`config.mk`:
```
export PLATFORM = sky130hd
export DESIGN_NAME = rf_multiport
export DESIGN_NICKNAME = d
export VERILOG_FILES = /design/src/rtl/rf_pkg.sv /design/src/rtl/rf_dump_fsm.sv /design/src/rtl/rf_multiport.sv
export SDC_FILE = /design/constraint.sdc
export NUM_CORES = 1
export LEC_CHECK = 0
export ABC_CLOCK_PERIOD_IN_PS = 4000
export BUFFER_PORTS_ARGS = -buffer_cell sky130_fd_sc_hd__buf_4
export CORE_ASPECT_RATIO = 1.5
export CORE_MARGIN = 3
export CORE_UTILIZATION = 40
export DETAILED_ROUTE_END_ITERATION = 16
export PLACE_DENSITY = 0.55
export SLEW_MARGIN = 20
export SYNTH_ARGS = -nofsm -noshare
export SYNTH_HDL_FRONTEND = slang
export SYNTH_HIERARCHICAL = 1
export SYNTH_SLANG_ARGS = --single-unit
```
`constraint.sdc`:
```
create_clock -name clk -period 4 [get_ports clk]
set_input_delay 0.6 -clock clk [delete_from_list [all_inputs] [get_ports clk]]
set_output_delay 0.6 -clock clk [all_outputs]
set_load 0.05 [all_outputs]
```
`src/rtl/rf_pkg.sv`:
```
// Shared types and constants for the multiport register file and its dump engine.
package rf_pkg;

   typedef enum logic [1:0] {
      IDLE,
      DUMP,
      DONE
   } dump_state_t;

   localparam int unsigned LANE_A    = 0;
   localparam int unsigned LANE_B    = 1;
   localparam int unsigned DEF_DW    = 16;
   localparam int unsigned DEF_DEPTH = 16;

endpackage

```
`src/rtl/rf_dump_fsm.sv`:
```
// Serial register dump engine: on halt, streams registers 1..DEPTH-1 out of the debug port.
// Defining RF_BYPASS_EN also prints each beat in simulation.
module rf_dump_fsm
   import rf_pkg::*;
#(
   parameter int unsigned DW    = DEF_DW,
   parameter int unsigned DEPTH = DEF_DEPTH,
   parameter int unsigned AW    = $clog2(DEPTH)
) (
   input  logic          clk,
   input  logic          rst_n,
   input  logic          hlt,
   output logic [AW-1:0] rd_idx,
   input  logic [DW-1:0] rd_val,
   output logic          dump_vld,
   output logic [AW-1:0] dump_idx,
   output logic [DW-1:0] dump_data,
   output logic          dump_done
);

   localparam logic [AW-1:0] LastIdx = AW'(DEPTH - 1);

   dump_state_t   state_q, state_d;
   logic          vld_q, vld_d;
   logic          done_q, done_d;
   logic [AW-1:0] idx_q, idx_d;
   logic [DW-1:0] data_q, data_d;

   always_ff @(posedge clk or negedge rst_n) begin
      if (!rst_n) begin
         state_q <= IDLE;
         vld_q   <= 1'b0;
         done_q  <= 1'b0;
         idx_q   <= '0;
         data_q  <= '0;
      end else begin
         state_q <= state_d;
         vld_q   <= vld_d;
         done_q  <= done_d;
         idx_q   <= idx_d;
         data_q  <= data_d;
      end
   end

   always_comb begin
      state_d = state_q;
      case (state_q)
         IDLE:    if (hlt) state_d = DUMP;
         DUMP:    if (idx_q == LastIdx) state_d = DONE;
         DONE:    state_d = DONE;
         default: state_d = IDLE;
      endcase
   end

   // The index counter is the registered beat index; the array is probed one ahead.
   assign rd_idx = (state_q == IDLE) ? AW'(1) : idx_q + AW'(1);

   always_comb begin
      vld_d  = 1'b0;
      done_d = done_q;
      idx_d  = idx_q;
      data_d = data_q;
      case (state_q)
         IDLE: begin
            if (hlt) begin
               vld_d  = 1'b1;
               idx_d  = rd_idx;
               data_d = rd_val;
            end
         end
         DUMP: begin
            if (idx_q == LastIdx) begin
               done_d = 1'b1;
            end else begin
               vld_d  = 1'b1;
               idx_d  = rd_idx;
               data_d = rd_val;
            end
         end
         DONE:    done_d = 1'b1;
         default: done_d = 1'b0;
      endcase
   end

   assign dump_vld  = vld_q;
   assign dump_idx  = idx_q;
   assign dump_data = data_q;
   assign dump_done = done_q;

`ifdef RF_BYPASS_EN
   always @(posedge clk) begin
      if (vld_q) $display("R%h = %h", idx_q, data_q);
   end
`endif

endmodule

```
`src/rtl/rf_multiport.sv`:
```
// Multiport register file: NUM_RD registered read ports, two write lanes, r0 hardwired to zero.
// RF_BYPASS_EN forwards same-cycle write data to the read ports (lane B over lane A).
module rf_multiport
   import rf_pkg::*;
#(
   parameter int unsigned DW     = DEF_DW,
   parameter int unsigned DEPTH  = DEF_DEPTH,
   parameter int unsigned AW     = $clog2(DEPTH),
   parameter int unsigned NUM_RD = 2
) (
   input  logic                 clk,
   input  logic                 rst_n,
   input  logic [NUM_RD-1:0]    rd_en,
   input  logic [NUM_RD*AW-1:0] rd_addr,
   output logic [NUM_RD*DW-1:0] rd_data,
   input  logic [1:0]           wr_en,
   input  logic [2*AW-1:0]      wr_addr,
   input  logic [2*DW-1:0]      wr_data,
   input  logic                 hlt,
   output logic                 dump_vld,
   output logic [AW-1:0]        dump_idx,
   output logic [DW-1:0]        dump_data,
   output logic                 dump_done
);

   logic [DW-1:0]       mem_q [DEPTH];
   logic [DW-1:0]       rd_val [NUM_RD];
   logic [NUM_RD*DW-1:0] rd_data_q;
   logic [AW-1:0]       dump_rd_idx;

   logic [AW-1:0] wa_a, wa_b;
   logic [DW-1:0] wd_a, wd_b;
   logic          we_a, we_b;

   assign wa_a = wr_addr[LANE_A*AW +: AW];
   assign wa_b = wr_addr[LANE_B*AW +: AW];
   assign wd_a = wr_data[LANE_A*DW +: DW];
   assign wd_b = wr_data[LANE_B*DW +: DW];
   assign we_a = wr_en[LANE_A] && (wa_a != '0);
   assign we_b = wr_en[LANE_B] && (wa_b != '0);

   // Lane B is applied last so it wins a same-address collision.
   always_ff @(posedge clk or negedge rst_n) begin
      if (!rst_n) begin
         for (int i = 0; i < DEPTH; i++) mem_q[i] <= '0;
      end else begin
         if (we_a) mem_q[wa_a] <= wd_a;
         if (we_b) mem_q[wa_b] <= wd_b;
      end
   end

   always_comb begin
      for (int i = 0; i < NUM_RD; i++) begin
         rd_val[i] = mem_q[rd_addr[i*AW +: AW]];
`ifdef RF_BYPASS_EN
         if (we_a && (rd_addr[i*AW +: AW] == wa_a)) rd_val[i] = wd_a;
         if (we_b && (rd_addr[i*AW +: AW] == wa_b)) rd_val[i] = wd_b;
`endif
         if (rd_addr[i*AW +: AW] == '0) rd_val[i] = '0;
      end
   end

   always_ff @(posedge clk or negedge rst_n) begin
      if (!rst_n) begin
         rd_data_q <= '0;
      end else begin
         for (int i = 0; i < NUM_RD; i++) begin
            if (rd_en[i]) rd_data_q[i*DW +: DW] <= rd_val[i];
         end
      end
   end

   assign rd_data = rd_data_q;

   rf_dump_fsm #(
      .DW    (DW),
      .DEPTH (DEPTH),
      .AW    (AW)
   ) u_dump (
      .clk       (clk),
      .rst_n     (rst_n),
      .hlt       (hlt),
      .rd_idx    (dump_rd_idx),
      .rd_val    (mem_q[dump_rd_idx]),
      .dump_vld  (dump_vld),
      .dump_idx  (dump_idx),
      .dump_data (dump_data),
      .dump_done (dump_done)
   );

endmodule

```
---- Yosys cells after proc, flatten, opt, wreduce, memory -nomap -nowiden ----
Cells that the tools add are included.
W data, S select, Z words.
cells by class
  add/subtract/negate cells ............... 1
  $lt $le $gt $ge ......................... 7
  equal/unequal tests ..................... 6
  muxes and demuxes ....................... 34
  bitwise operators ....................... 6
  reductions and logical operators ........ 13
operator list
  operator               count
  $bwmux W256            2
  $mux W256              2
  $bmux W16 S4           3
  $mux W16               12
  $demux W16 S4          2
  $pmux W16 S2           1
  $ge A5 B5 Y1 const B   5
  $not A4 Y5             5
  $mux W4                3
  $lt A5 B1 Y1 const B   2
  $logic_not A4 Y1       2
  $pmux W4 S2            1
  $reduce_bool A4 Y1     2
  $pmux W2 S3            1
  $add A4 B1 Y4 const B  1
  $eq A4 B4 Y1 const B   1
  $logic_and A1 B1 Y1    4
  $mux W2                2
  $ne A2 B2 Y1 const B   2
  $reduce_and A2 Y1      2
  $mux W1                3
  $pmux W1 S3            1
  $reduce_and A3 Y1      1
  $eq A2 B1 Y1 const B   1
  other kinds (6)        6
storage, ports and cells
  bits in registers ....................... 312
  input port bits ......................... 55
  output and inout port bits .............. 54
  word-level logic and storage cells ...... 90

---- Longest topological paths before layout ----
  word-level depth ........................ 9
  mapped depth ............................ 9

---- Cells and area by module ----
Netlist, hierarchy kept.
modules (own cells, without submodules)
  module        instances  cells each  area an instance (um2)  seq. area each (um2)
  rf_multiport  1          1714        19029.5                 7206.9
  rf_dump_fsm   1          76          1134.8                  600.6

---- Least setup slack after synthesis ----
Ideal clock, no wire load.
  path kind ............................... register -> register
  from .................................... register u_dump.idx_q[0], in the netlist u_dump/dump_idx[0]
  to ...................................... register u_dump.data_q[2], in the netlist u_dump/dump_data[2]
  library setup time ...................... 0.125 ns
  arrival time ............................ 2.590 ns
  setup slack ............................. 1.285 ns
  stages on the path, launching flop included .. 8
  period minus slack after synthesis ...... 2.715 ns
  cell sequence ........................... dfrtp_1 -> ha_1 -> nor2b_1 -> buf_4 -> buf_2 -> mux4_4 -> mux4_2 -> mux2_4
on the way
  cells in the longest elaborated chain, start to end .. 8
  elaborated cells on any way between the ends .. 12
RTL lines
  element                                         RTL line                              text
  from (decl)                                     rf_dump_fsm.sv:26                     logic [AW-1:0] idx_q, idx_d;
  from (signal assigned)                          rf_dump_fsm.sv:40                     idx_q <= idx_d;
  $add A4 B1 Y4 *                                 rf_dump_fsm.sv:56                     assign rd_idx = (state_q == IDLE) ? AW'(1) : idx_q + AW'(1);
  $mux W4 *                                       rf_dump_fsm.sv:56
  net dump_rd_idx[1]                              rf_multiport.sv:29                    logic [AW-1:0] dump_rd_idx;
  $not A4 Y5 (implied by the code) *              rf_multiport.sv:84                    .rd_val (mem_q[dump_rd_idx]),
  $bmux W16 S4 *                                  rf_multiport.sv:84
  $mux W16 (implied by the code) * (2 in series)  rf_multiport.sv:84
  $mux W16 (on tied branches)                     rf_dump_fsm.sv:72, rf_dump_fsm.sv:65
  $pmux W16 S2 *                                  rf_dump_fsm.sv:63                     case (state_q)
  to (signal assigned)                            rf_dump_fsm.sv:41                     data_q <= data_d;
  to (decl)                                       rf_dump_fsm.sv:27                     logic [DW-1:0] data_q, data_d;
Mark *: on every way through the listed nets, which the timed path passes. The rest lies on a longest branch. The select of a mux whose other input is x is not followed.
A chain may end at the register's enable or synchronous reset.

---- Worst setup path after layout ----
  from .................................... register u_dump.state_q[0]
  to ...................................... register u_dump.data_q[2], in the netlist u_dump/dump_data[2]
on the way
  cells in the longest elaborated chain, start to end .. 8
  elaborated cells on any way between the ends .. 14
RTL lines
  element                                         RTL line                              text
  from (decl)                                     rf_dump_fsm.sv:23                     dump_state_t state_q, state_d;
  from (signal assigned)                          rf_dump_fsm.sv:37                     state_q <= state_d;
  $logic_not A2 Y1 *                              rf_dump_fsm.sv:56
  $mux W4 *                                       rf_dump_fsm.sv:56
  net dump_rd_idx[0]                              rf_multiport.sv:29
  $not A4 Y5 (implied by the code) *              rf_multiport.sv:84
  $bmux W16 S4 *                                  rf_multiport.sv:84
  $mux W16 (implied by the code) * (2 in series)  rf_multiport.sv:84
  $mux W16 (on tied branches)                     rf_dump_fsm.sv:72, rf_dump_fsm.sv:65
  $pmux W16 S2 *                                  rf_dump_fsm.sv:63
Marks and branches as above.

==> results_dict.tcl <==
set metrics [dict create \
    finalHoldViolCount 0 \
    clock_latency_ns 0.53 \
    path_class "reg -> reg" \
    slowest_stage "mux4_4" \
    multi_input_area_mm2 0.0114 \
    clockBufferDepth 3 \
    grt_pass1_wl_mm 111 \
    start_util_pct 40.5 \
    clk_pin_slew_ns 0.06 \
    clkSinkCount 312 \
    pre_cts_ws_ns 0.780 \
    cts_setup_buffers 0 \
    place_area_mm2 0.0214 \
    cts-htree-levels 2 \
    numPortBuffers 108 \
    min_period_ns 3.23 \
    clock-skew-final_ns 0.0105 \
    path_cells "inv_1 > ha_1 > nand2b_4 > buf_12 > mux4_4 > mux4_2 > mux2_4" \
    ant_nets 0 \
    start_kind "flip-flop" \
    die_y_um 281 \
    cts_hold_buf 0 \
    final_area_mm2 0.0227 \
    grt_pass1_vias 15186 \
    areaGrowthSynthToFinish_pct 12.3 \
    layout-drive-gt1-share_pct 24.4 \
    endpoint_kind "flip-flop" \
    crit_fanout 20 \
    syn_nets 1849 \
    worst_ep_arrival_time_ns 3.64 \
    regArea_mm2 0.00781 \
    grt_max_degree 101 \
    peakVddDrop_v 0.000508 \
    fill_cells 4738 \
    coreArea_mm2 0.0498 \
    routabilityCongestion 0.845 \
    layout_common_cells "312 x dfrtp_1, 302 x mux2i_1, 210 x nor2_1" \
    wl_per_cell_um 30.9 \
    setup_viol 0 \
    leakage_uw 0.00950 \
    fmax_mhz 309 \
    final_nets 1861 \
    place_hpwl_mm 46.7 \
    ys_seq_area_share_pct 38.7 \
    rsz0062_at_grt "no" \
    status "completed" \
    tightest_slew_ns 1.20 \
    vias 15529 \
    wl_mm 77.0 \
    synth_area_mm2 0.0202 \
    relSlewSlack_pct 19.9 \
    ys_ff_latch 312 \
    cts_tree "yes" \
    drv_cap 0 \
    io_pins 109 \
    required_ns 4.41 \
    avgSynthCellArea_um2 11.3 \
    maxSlewViolCount 0 \
    grt_antenna_before_repair 9 \
    setup_slack_ns 0.767 \
    rows 100 \
    finalPower_uw 14400 \
    root_buffer "clkbuf_16" \
    tns_ns 0 \
    hold_ws_ns 0.115 \
    power_density_mw_per_mm2 635 \
    synth_edf_count 0 \
    yosys_warnings 6 \
    routed_via_density 6.22 \
    drcViolationCount 0 \
    synth.distinct_cells 41 \
    dr.pass1.iters 6 \
    die-area_mm2 0.0532 \
    die_w_um 189 \
    holdCritPathClass "in -> async" \
    ctsResizeCount 0 \
    post-route-period-util_pct 80.8 \
    grt-ovfl-total 0 \
    mostFrequentLayoutCell "dfrtp_1" \
    async_flop_share_pct 100 \
    numCtsBuffers 34 \
    cpPeakStageDelay_ns 0.65 \
    synthFlopType "dfrtp_1" \
    grt_use_total_pct 28.7 \
    drtIter0Drc 1501 \
    syn_inst 1790 \
]
[through the flow]
stage	cells	util [%]
2_1_floorplan	1790	-
3_3_place_gp	2429	43.1
3_5_place_dp	2429	43.1
4_1_cts	2490	45.5
5_1_grt	2492	45.5
6_report	2495	45.5
[final timing paths]
path	depth (start not counted)	slack (ns)	start	to
max	7	0.77	u_dump/state_q[0]$_DFFE_PN0P_	u_dump/dump_data[2]$_DFFE_PN0P_
min reg2reg	0	0.40	mem_q[254]$_DFF_PN0_	mem_q[254]$_DFF_PN0_
max in group asynchronous	2	2.90	rst_n	mem_q[194]$_DFF_PN0_
max reg2reg	7	0.77	u_dump/state_q[0]$_DFFE_PN0P_	u_dump/dump_data[2]$_DFFE_PN0P_
min	1	0.11	rst_n	u_dump/dump_data[11]$_DFFE_PN0P_
min in group clk	3	0.32	hlt	u_dump/dump_vld$_DFF_PN0_
[critical path, delay by kind of cell, from the launching register on]
| family | cells | cell delay, ns |
|---|---|---|
| simple gates | 1 | 0.51 |
| mux | 3 | 1.40 |
| flops | 1 | 0.39 |
| fa+ha+maj | 1 | 0.44 |
| buf+inv | 2 | 0.36 |
[logic make-up after synthesis]
group | Yosys count | share of synthesized area, %
simple gates | 374 | 8.13
mux | 532 | 36.9
flops | 312 | 38.7
xor+xnor | 1 | 0.0434
compound gates | 372 | 11.1
fa+ha+maj | 4 | 0.248
buf+inv | 195 | 4.90
[report_power, final]
group	switching (uW)	total, uW	internal (uW)
Clock	1380	3440	2060
Combinational	2860	6000	3140
Sequential	964	4950	3980
[final cells by class]
class / count / share of cell area (%)
diodes: 5 / 0.0552
clock inverters: 11 / 0.729
well taps: 663 / 3.66
clock buffers: 50 / 4.57
inverters: 5 / 0.0828
multi-input cells: 1283 / 50.5
flip-flops and latches: 312 / 34.5
repair buffers: 166 / 5.98
[Yosys cell counts (4+ instances only)]
| master | instances | area, um^2 |
|---|---|---|
| nand2b_1 | 10 | 62.6 |
| nor2_1 | 211 | 792 |
| buf_4 | 23 | 173 |
| mux2i_1 | 302 | 3020 |
| nor2_2 | 9 | 56.3 |
| a211oi_1 | 30 | 225 |
| nor2b_1 | 38 | 238 |
| mux4_2 | 116 | 2610 |
| a2111oi_0 | 30 | 263 |
| nand2_1 | 80 | 300 |
| mux2_2 | 66 | 743 |
| buf_6 | 14 | 158 |
| dfrtp_1 | 312 | 7810 |
| mux2_4 | 18 | 270 |
| ha_1 | 4 | 50.1 |
| nand3_1 | 7 | 35.0 |
| o21ai_0 | 65 | 325 |
| nor3b_1 | 5 | 37.5 |
| a21oi_1 | 178 | 891 |
| inv_1 | 5 | 18.8 |
| buf_2 | 47 | 235 |
| clkbuf_1 | 99 | 372 |
| o22ai_1 | 30 | 188 |
| a211o_1 | 30 | 263 |
| mux4_1 | 28 | 736 |
| buf_1 | 6 | 22.5 |
[per-layer routing]
layer | share of wire (%) | up-vias | track usage (%)
met4 | 4.6 | 8 | 11.4
met2 | 48 | 760 | 47.7
met3 | 7.9 | 183 | 4.98
met1 | 40 | 7850 | 37.4
li1 | - | 6728 | -
met5 | 0.075 | - | 0
[state kept, by name, summed over array words and instances, names as in the netlist]
register          cells
mem_q               256
rd_data              32
u_dump/dump_data     16
u_dump/dump_idx       4
u_dump/state_q        2
u_dump/dump_done      1
u_dump/dump_vld       1
Note: power is estimated with default switching activity, not from simulation.
